===== src/rtl/rx_stat_counters_pkg.sv =====
// Shared definitions for the rx statistics counter bank:
// counter index map and read FSM state encoding.
package rx_stat_pkg;

    localparam int STAT_GOOD_FRAMES   = 0;
    localparam int STAT_FCS_ERR       = 1;
    localparam int STAT_BCAST         = 2;
    localparam int STAT_MCAST         = 3;
    localparam int STAT_LEN_64        = 4;
    localparam int STAT_LEN_65_127    = 5;
    localparam int STAT_LEN_128_255   = 6;
    localparam int STAT_LEN_256_511   = 7;
    localparam int STAT_LEN_512_1023  = 8;
    localparam int STAT_LEN_1024_MAX  = 9;
    localparam int STAT_CTRL          = 10;
    localparam int STAT_LEN_RANGE_ERR = 11;
    localparam int STAT_PAUSE         = 12;
    localparam int STAT_UNSUP_OPCODE  = 13;
    localparam int STAT_OVERSIZE      = 14;
    localparam int STAT_UNDERSIZE     = 15;
    localparam int STAT_FRAGMENT      = 16;
    localparam int STAT_BYTES         = 17;

    typedef enum logic [1:0] {
        IDLE     = 2'd0,
        ACK      = 2'd1,
        WAIT_REL = 2'd2
    } rd_state_e;

endpackage


===== src/rtl/rx_stat_counters_if.sv =====
// Host read port of the rx statistics counter bank (req/ack).
interface rx_stat_counters_if #(
    parameter int ADDR_WIDTH = 5,
    parameter int CNT_WIDTH  = 32
);
    logic                  rd_req;
    logic [ADDR_WIDTH-1:0] rd_addr;
    logic                  rd_ack;
    logic [CNT_WIDTH-1:0]  rd_data;
    logic                  rd_err;

    modport master (
        output rd_req,
        output rd_addr,
        input  rd_ack,
        input  rd_data,
        input  rd_err
    );

    modport slave (
        input  rd_req,
        input  rd_addr,
        output rd_ack,
        output rd_data,
        output rd_err
    );

endinterface


===== src/rtl/rx_stat_cnt_cell.sv =====
// One statistics counter: add, clear, clear-on-read load,
// wrap or saturate, and a sticky overflow flag.
module rx_stat_cnt_cell
    import rx_stat_pkg::*;
#(
    parameter int CNT_WIDTH = 32,
    parameter int INC_WIDTH = 4,
    parameter bit SATURATE  = 1'b0
) (
    input  logic                 rxclk,
    input  logic                 reset,
    input  logic [INC_WIDTH-1:0] inc_i,
    input  logic                 clr_i,
    input  logic                 load_i,
    output logic [CNT_WIDTH-1:0] cnt_o,
    output logic                 ovf_o
);

    logic [CNT_WIDTH-1:0] cnt_q, cnt_d, base;
    logic [CNT_WIDTH:0]   sum;
    logic                 ovf_q, ovf_d;

    always_comb begin
        // a clear-on-read starts from zero so that cycle's event survives
        base  = load_i ? '0 : cnt_q;
        sum   = {1'b0, base} + {{(CNT_WIDTH + 1 - INC_WIDTH){1'b0}}, inc_i};
        cnt_d = sum[CNT_WIDTH-1:0];
        ovf_d = load_i ? 1'b0 : ovf_q;
        if (sum[CNT_WIDTH]) begin
            ovf_d = 1'b1;
            if (SATURATE) begin
                cnt_d = '1;
            end
        end
        if (clr_i) begin
            cnt_d = '0;
            ovf_d = 1'b0;
        end
    end

    always_ff @(posedge rxclk or negedge reset) begin
        if (!reset) begin
            cnt_q <= '0;
            ovf_q <= 1'b0;
        end else begin
            cnt_q <= cnt_d;
            ovf_q <= ovf_d;
        end
    end

    assign cnt_o = cnt_q;
    assign ovf_o = ovf_q;

endmodule


===== src/rtl/rx_stat_counters.sv =====
// Receive statistics counter bank: parallel counter cells plus
// a req/ack read FSM with optional clear-on-read.
module rx_stat_counters
    import rx_stat_pkg::*;
#(
    parameter int NUM_STATS      = 18,
    parameter int CNT_WIDTH      = 32,
    parameter int BYTE_IDX       = 17,
    parameter int BYTE_INC_WIDTH = 4,
    parameter int ADDR_WIDTH     = 5,
    parameter int SATURATE       = 0,
    parameter int CLEAR_ON_READ  = 1
) (
    input  logic                      rxclk,
    input  logic                      reset,
    input  logic [NUM_STATS-1:0]      stat_inc,
    input  logic [BYTE_INC_WIDTH-1:0] byte_count,
    input  logic                      clr_all,
    rx_stat_counters_if.slave         rd,
    output logic [NUM_STATS-1:0]      ovf
);

    rd_state_e            state_q, state_d;
    logic [CNT_WIDTH-1:0] rd_data_q, rd_data_d;
    logic                 rd_err_q, rd_err_d;
    logic [CNT_WIDTH-1:0] sel;
    logic                 capture;
    logic                 addr_ok;

    logic [BYTE_INC_WIDTH-1:0] inc_amt [NUM_STATS];
    logic [CNT_WIDTH-1:0]      cnt     [NUM_STATS];
    logic [NUM_STATS-1:0]      load;

    assign capture = (state_q == IDLE) && rd.rd_req;
    assign addr_ok = int'(rd.rd_addr) < NUM_STATS;

    for (genvar g = 0; g < NUM_STATS; g++) begin : g_cell
        if (g == BYTE_IDX) begin : g_byte
            assign inc_amt[g] = stat_inc[g] ? byte_count : '0;
        end else begin : g_evt
            assign inc_amt[g] = BYTE_INC_WIDTH'(stat_inc[g]);
        end

        assign load[g] = (CLEAR_ON_READ != 0) && capture
                         && (rd.rd_addr == ADDR_WIDTH'(g));

        rx_stat_cnt_cell #(
            .CNT_WIDTH (CNT_WIDTH),
            .INC_WIDTH (BYTE_INC_WIDTH),
            .SATURATE  (SATURATE != 0)
        ) u_cell (
            .rxclk  (rxclk),
            .reset  (reset),
            .inc_i  (inc_amt[g]),
            .clr_i  (clr_all),
            .load_i (load[g]),
            .cnt_o  (cnt[g]),
            .ovf_o  (ovf[g])
        );
    end

    always_comb begin
        sel = '0;
        for (int i = 0; i < NUM_STATS; i++) begin
            if (rd.rd_addr == ADDR_WIDTH'(i)) begin
                sel = cnt[i];
            end
        end
    end

    always_comb begin
        state_d   = state_q;
        rd_data_d = rd_data_q;
        rd_err_d  = rd_err_q;
        unique case (state_q)
            IDLE: begin
                if (rd.rd_req) begin
                    rd_data_d = addr_ok ? sel : '0;
                    rd_err_d  = !addr_ok;
                    state_d   = ACK;
                end
            end
            ACK: begin
                state_d = WAIT_REL;
            end
            WAIT_REL: begin
                if (!rd.rd_req) begin
                    state_d = IDLE;
                end
            end
            default: begin
                state_d = IDLE;
            end
        endcase
    end

    always_ff @(posedge rxclk or negedge reset) begin
        if (!reset) begin
            state_q   <= IDLE;
            rd_data_q <= '0;
            rd_err_q  <= 1'b0;
        end else begin
            state_q   <= state_d;
            rd_data_q <= rd_data_d;
            rd_err_q  <= rd_err_d;
        end
    end

    assign rd.rd_ack  = (state_q == ACK);
    assign rd.rd_data = rd_data_q;
    assign rd.rd_err  = rd_err_q;

endmodule

===== src/flat_wrapper.sv =====
// flat-port wrapper written by rule: the top's interface ports become plain ports
module rx_stat_counters_flat import rx_stat_pkg::*;
#(
    parameter int NUM_STATS      = 18,
    parameter int CNT_WIDTH      = 32,
    parameter int BYTE_IDX       = 17,
    parameter int BYTE_INC_WIDTH = 4,
    parameter int ADDR_WIDTH     = 5,
    parameter int SATURATE       = 0,
    parameter int CLEAR_ON_READ  = 1
)
  (rxclk, reset, stat_inc, byte_count, clr_all, ovf, rd_rd_req, rd_rd_addr, rd_rd_ack, rd_rd_data, rd_rd_err);
  rx_stat_counters_if #(.ADDR_WIDTH(ADDR_WIDTH), .CNT_WIDTH(CNT_WIDTH)) rd_i ();
  input  logic rxclk;
  input  logic reset;
  input  logic [NUM_STATS-1:0] stat_inc;
  input  logic [BYTE_INC_WIDTH-1:0] byte_count;
  input  logic clr_all;
  output logic [NUM_STATS-1:0] ovf;
  input wire logic [$bits(rd_i.rd_req)-1:0] rd_rd_req;
  input wire logic [$bits(rd_i.rd_addr)-1:0] rd_rd_addr;
  output wire logic [$bits(rd_i.rd_ack)-1:0] rd_rd_ack;
  output wire logic [$bits(rd_i.rd_data)-1:0] rd_rd_data;
  output wire logic [$bits(rd_i.rd_err)-1:0] rd_rd_err;
  assign rd_i.rd_req = rd_rd_req;
  assign rd_i.rd_addr = rd_rd_addr;
  assign rd_rd_ack = rd_i.rd_ack;
  assign rd_rd_data = rd_i.rd_data;
  assign rd_rd_err = rd_i.rd_err;
  rx_stat_counters #(.NUM_STATS(NUM_STATS), .CNT_WIDTH(CNT_WIDTH), .BYTE_IDX(BYTE_IDX), .BYTE_INC_WIDTH(BYTE_INC_WIDTH), .ADDR_WIDTH(ADDR_WIDTH), .SATURATE(SATURATE), .CLEAR_ON_READ(CLEAR_ON_READ)) u_core (.rxclk(rxclk), .reset(reset), .stat_inc(stat_inc), .byte_count(byte_count), .clr_all(clr_all), .rd(rd_i), .ovf(ovf));
endmodule

===== config.mk =====
export PLATFORM = sky130hd
export DESIGN_NAME = rx_stat_counters_flat
export DESIGN_NICKNAME = d
export VERILOG_FILES = /design/src/rtl/rx_stat_counters_pkg.sv /design/src/rtl/rx_stat_counters_if.sv /design/src/rtl/rx_stat_cnt_cell.sv /design/src/rtl/rx_stat_counters.sv /design/src/flat_wrapper.sv
export SDC_FILE = /design/constraint.sdc
export NUM_CORES = 2
export LEC_CHECK = 0
export ABC_AREA = 1
export BUFFER_PORTS_ARGS = -buffer_cell sky130_fd_sc_hd__buf_2
export CORE_ASPECT_RATIO = 1.5
export CORE_MARGIN = 2
export CORE_UTILIZATION = 55
export DETAILED_ROUTE_END_ITERATION = 7
export HOLD_SLACK_MARGIN = 0.15
export PLACE_DENSITY = 0.72
export SLEW_MARGIN = 15
export SYNTH_ARGS = -nofsm -noshare
export SYNTH_HDL_FRONTEND = slang
export SYNTH_HIERARCHICAL = 1
export SYNTH_SLANG_ARGS = --single-unit
export TNS_END_PERCENT = 100

===== constraint.sdc =====
create_clock -name rxclk -period 6.8 [get_ports rxclk]
set_clock_uncertainty 0.05 [all_clocks]
set_input_delay 0.34 -clock rxclk [delete_from_list [all_inputs] [get_ports rxclk]]
set_output_delay 0.34 -clock rxclk [all_outputs]
set_load 0.05 [all_outputs]

Word level (Yosys, flattened, before mapping)

Index checks and enable logic that the tools add are counted.

Bits in registers: 629
Input bits: 31
Output and inout bits: 52
Logic and storage cells: 234

Add/subtract/negate cells: 18
Order comparisons: 1
Equal/unequal tests: 21
Multiplexer cells: 113
Reduce and logical (&&, ||, !) cells: 42

Operators by type and width:

| cell                 | number |
|---|---|
| $mux W32             | 55 |
| $add A32 B1 Y33      | 17 |
| $mux W1              | 54 |
| $reduce_bool A3 Y1   | 18 |
| $eq A5 B4 Y1 const B | 8 |
| $add A32 B4 Y33      | 1 |
| $eq A5 B3 Y1 const B | 4 |
| $logic_and A1 B1 Y1  | 19 |
| $eq A5 B2 Y1 const B | 2 |
| $eq A5 B5 Y1 const B | 2 |
| $pmux W2 S3          | 1 |
| $eq A5 B1 Y1 const B | 1 |
| $logic_not A5 Y1     | 1 |
| $lt A5 B5 Y1 const B | 1 |
| $mux W2              | 2 |
| $mux W4              | 1 |
| $ne A2 B2 Y1 const B | 2 |
| $reduce_and A2 Y1    | 2 |
| $eq A2 B1 Y1 const B | 1 |
| $eq A2 B2 Y1 const B | 1 |
| $logic_not A2 Y1     | 1 |
| $logic_not A1 Y1     | 1 |

Logic depth before layout (Yosys ltp)

Depth after elaboration: 20
Gate-level depth with buffers: 22
Mapped depth without buffers: 19

By module

The synthesis kept the hierarchy.

By module, submodules not included:

| module                                          | instances | cells an instance | area each (µm²) | sequential area each (µm²) |
|---|---|---|---|---|
| rx_stat_cnt_cell (u_core.g_cell[10].u_cell ...) | 9         | 362               | 2472.4          | 825.8 |
| rx_stat_cnt_cell (u_core.g_cell[0].u_cell ...)  | 9         | 359               | 2456.1          | 825.8 |
| rx_stat_counters                                | 1         | 1322              | 6404.9          | 875.8 |

Worst setup path after synthesis

Ideal clock, no wire load.

Path kind: input port to flip-flop
From: input port rd_rd_addr[3]
To: register u_core.g_cell[17].u_cell.cnt_q[25]
Library setup time: 0.119 ns
Arrival time: 3.138 ns
Data required time: 6.631 ns
Path slack: 3.493 ns
Stages: 20
Path buffers: 3
Cell sequence: nor2_1 nand2_1 nor2_1 clkinv_1 clkbuf_1 nor3_1 inv_2 buf_4 clkbuf_1 nand2_1 inv_1 ha_1 nand3_1 nand3_1 nand2_1 nand2_2 nand2_2 inv_1 a21oi_1 nor2_1

Longest elaborated chain between the ends: 5

RTL lines:

| what                                         | RTL line               | source |
|---|---|---|
| start: declaration                           | flat_wrapper.sv:21     | `input wire logic [$bits(rd_i.rd_addr)-1:0] rd_rd_addr;` |
| $eq A5 B5 Y1                                 | rx_stat_counters.sv:45 | `&& (rd.rd_addr == ADDR_WIDTH'(g));` |
| $logic_and A1 B1 Y1                          | rx_stat_counters.sv:45 |  |
| named net u_core.load[17]                    | rx_stat_counters.sv:32 | `logic [NUM_STATS-1:0] load;` |
| $mux W32                                     | rx_stat_cnt_cell.sv:25 | `base = load_i ? '0 : cnt_q;` |
| $add A32 B4 Y33                              | rx_stat_cnt_cell.sv:26 | `sum = {1'b0, base} + {{(CNT_WIDTH + 1 - INC_WIDTH){1'b0}}, inc_i};` |
| $mux W32                                     | rx_stat_cnt_cell.sv:35 | `if (clr_i) begin` |
| named net u_core.g_cell[17].u_cell.cnt_d[25] | rx_stat_cnt_cell.sv:19 | `logic [CNT_WIDTH-1:0] cnt_q, cnt_d, base;` |
| end signal: assignment                       | rx_stat_cnt_cell.sv:46 | `cnt_q <= cnt_d;` |
| end: declaration                             | rx_stat_cnt_cell.sv:19 |  |

The timed path passes the listed nets, and every way through them passes these cells.
A chain may end at the register's enable or synchronous reset.

Worst setup path in the final report

From: input port rd_rd_addr[0]
To: register u_core.g_cell[2].u_cell.cnt_q[14]

Longest elaborated chain between the ends: 5

RTL lines:

| what                                        | RTL line |
|---|---|
| $eq A5 B2 Y1                                | rx_stat_counters.sv:45 |
| $logic_and A1 B1 Y1                         | rx_stat_counters.sv:45 |
| named net u_core.load[2]                    | rx_stat_counters.sv:32 |
| $mux W32                                    | rx_stat_cnt_cell.sv:25 |
| $add A32 B1 Y33                             | rx_stat_cnt_cell.sv:26 |
| $mux W32                                    | rx_stat_cnt_cell.sv:35 |
| named net u_core.g_cell[2].u_cell.cnt_d[14] | rx_stat_cnt_cell.sv:19 |
| end signal: assignment                      | rx_stat_cnt_cell.sv:46 |
| end: declaration                            | rx_stat_cnt_cell.sv:19 |

The timed path passes the listed nets, and every way through them passes these cells.

==> impl_metrics.toml <==
[floorplanning]
die_w_um = 252
row_count = 136
die_y_um = 376
start_util_pct = 55.4
die-area_mm2 = 0.0948
core_area_mm2 = 0.0915
pin_count = 83

[synth]
synthTopCellsByArea = "dfrtp_1, nand2_1, nor2_1"
synth_top_area_share_pct = 31.0
yosysWarnings = 6
syn_area_mm2 = 0.0508
ys_types = 38
async_flop_share_pct = 100
syn_avg_cell_area_um2 = 6.50
synth_edf_count = 0
synthFlopType = "dfrtp_1"
netlist_instances = 7811
synth_largest_area_cell = "dfrtp_1"
yosysSeqAreaShare_pct = 31.0
yosys_register_bits = 629

[power_and_ir_drop]
ir_worst_vdd_mv = 0.201
p_leak_nw = 24.7
p_per_area_mw_per_mm2 = 179

[routing]
vias_per_cell = 5.56
wl_per_cell_um = 19.7
totalWireLength_um = 180000
remaining_drc_errors = 0
drt_iter0_drc = 4835
vias = 50600
firstDrtPassIters = 8
ant_nets = 0

[sta]
rsz0062_at_grt = "false"
maxSlewHeadroom_pct = 25.2
whs_ps = 151
period_needed_ps = 4830
finalHoldViolCount = 0
drv_slew = 0
finalSetupViolations = 0
max_freq_mhz = 207
fin_tns_setup_ps = 0
max_slew.worst_pin.slew_ps = 1120
period_share_pct = 71.1

[global_route]
grt_use_total_pct = 37.6
antenna_found_initial = 4
grt-ovfl-total = 0
first_global_vias = 48800
grt_pass1_wl_um = 274000
grt_max_degree = 154

[clock_tree]
cts_tree = "built"
path_clk_slew_ps = 60
cts_made_buffers = 73
clockBufferDepth = 3
cts.htree.levels = 3
cts.sinks = 629
clkLatencyLatePin_ps = 690
clockRootBuffer = "clkbuf_16"
cts_setup_buffers = 0

[cells_and_area]
final_common_cell = "nand2_1"
syn_to_final_growth_pct = 7.70
drive_gt1_share_pct = 13.9
fillCellCount = 8986
mostFrequentLayoutCells = "nand2_1, nor2_1, inv_1"
nets = 7999

[place]
globalplace.congestion = 1.05
io_buffers = 82
hpwl_um = 137000

[worst_setup_path]
critPathRequiredTime_ps = 7290
crit_type = "in2reg"
arrival_ps = 5330
crit_path_max_fanout = 48
crit_path_start_kind = "input pin"
cp-end-kind = "flip-flop"

[run_status]
outcome = "finished, final reports clean"

[flow_run]
drv_cap = 0

[worst_hold_path]
hp-class = "in2reg"
area by class of cell:
class | count | area [um2] | area share [%]
sequential | 629 | 15700 | 28.8
inverter | 951 | 3590 | 6.57
tap | 1173 | 1470 | 2.68
multi-input combinational | 6069 | 30200 | 55.2
clock buffer | 100 | 2110 | 3.86
timing repair buffer | 154 | 1100 | 2.01
antenna | 2 | 5.00 | 0.00915
clock inverter | 29 | 473 | 0.865
cells by family (layout without fill, tap and decap cells):
logic type	Yosys count	in the layout	synth area share, %
other	1	70	0.00739
and+or+nand+nor	5452	5452	51.1
DFF	629	629	31.0
adders and majority gates	90	90	2.48
xor gates and xnor gates	81	81	1.40
AOI/OAI and AO/OA	378	378	3.79
buffers and inverters	1180	1234	10.2
power breakdown:
part	leakage (nW)	internal [mW]	switching, mW	total [mW]
registers	8.69	3.88	0.173	4.06
logic	14.8	0.352	0.980	1.33
clock network	1.26	2.63	1.76	4.39
sequential cells by signal, indices dropped and copies added, names as in the netlist:
| name | cells |
|---|---|
| u_core/rd.rd_data | 32 |
| u_core/state_q | 2 |
| u_core/rd.rd_err | 1 |
| u_core/g_cell.u_cell/ovf_o | 18 |
| u_core/g_cell.u_cell/cnt_o | 576 |
worst paths after layout:
kind                                                         from                                      endpoint  slack [ps]  depth (start not counted)
worst max register to register      u_core/state_q[0]$_DFFE_PN0P_  u_core/g_cell[11].u_cell/cnt_o[14]$_DFF_PN0_        2250                         17
worst min register to register  u_core/rd.rd_data[10]$_DFFE_PN0P_             u_core/rd.rd_data[10]$_DFFE_PN0P_         430                          2
min in group asynchronous                                   reset    u_core/g_cell[5].u_cell/cnt_o[6]$_DFF_PN0_         200                          2
worst min-delay path                                 stat_inc[17]   u_core/g_cell[17].u_cell/cnt_o[0]$_DFF_PN0_         150                          6
worst max-delay path                                rd_rd_addr[0]   u_core/g_cell[2].u_cell/cnt_o[14]$_DFF_PN0_        1970                         16
max in group asynchronous                                   reset   u_core/g_cell[14].u_cell/cnt_o[0]$_DFF_PN0_        5160                          3
cell usage after synthesis (107+ instances only):
cell,n
inv_2,107
inv_1,832
nand4_1,175
nand2_2,121
a21oi_1,234
nor2_2,196
nor2_1,1570
nand3_1,522
nand2_1,2252
nand3_2,135
nor2_4,147
dfrtp_1,629
nor3_1,132
o21ai_0,123
worst max-delay path: stages:
cell and delay (ps):
buf_2 560, inv_2 510, nand3_1 770, buf_4 370, nor2_1 70, buf_4 230
inv_2 720, nand2_1 240, fa_1 450, inv_1 70, nand2_1 70, a21oi_2 300
nand2_1 180, nor2_4 190, xor2_1 170, nor2_1 50
routing by layer:
| layer | vias to the layer above | wire length (um) | global-route usage (%) |
|---|---|---|---|
| met5 | - | 27 | 0 |
| met2 | 2026 | 86700 | 64.7 |
| met4 | 4 | 18000 | 32.1 |
| met3 | 723 | 11800 | 5.88 |
| li1 | 24400 | - | - |
| met1 | 23500 | 63200 | 40.3 |
metrics by stage:
stage                     setup slack [ps]  utilization (%)  cells  area, um2  total power, mW
after floorplan                       3490                -   7878      51000             4.93
after global placement                1560             56.6   8950      51800             5.38
after detailed placement              1420             56.6   8950      51800             5.40
after CTS                             2120             59.7   9105      54700             9.81
after global routing                  1590             59.7   9105      54700             10.1
final                                 1970             59.7   9107      54700             9.78
what timing repair did:
item	CTS	global route
hold buffers	26	0
endpoints found under the hold margin	123	0
resized for setup	0	0
Power figures use the tool's default switching activity.
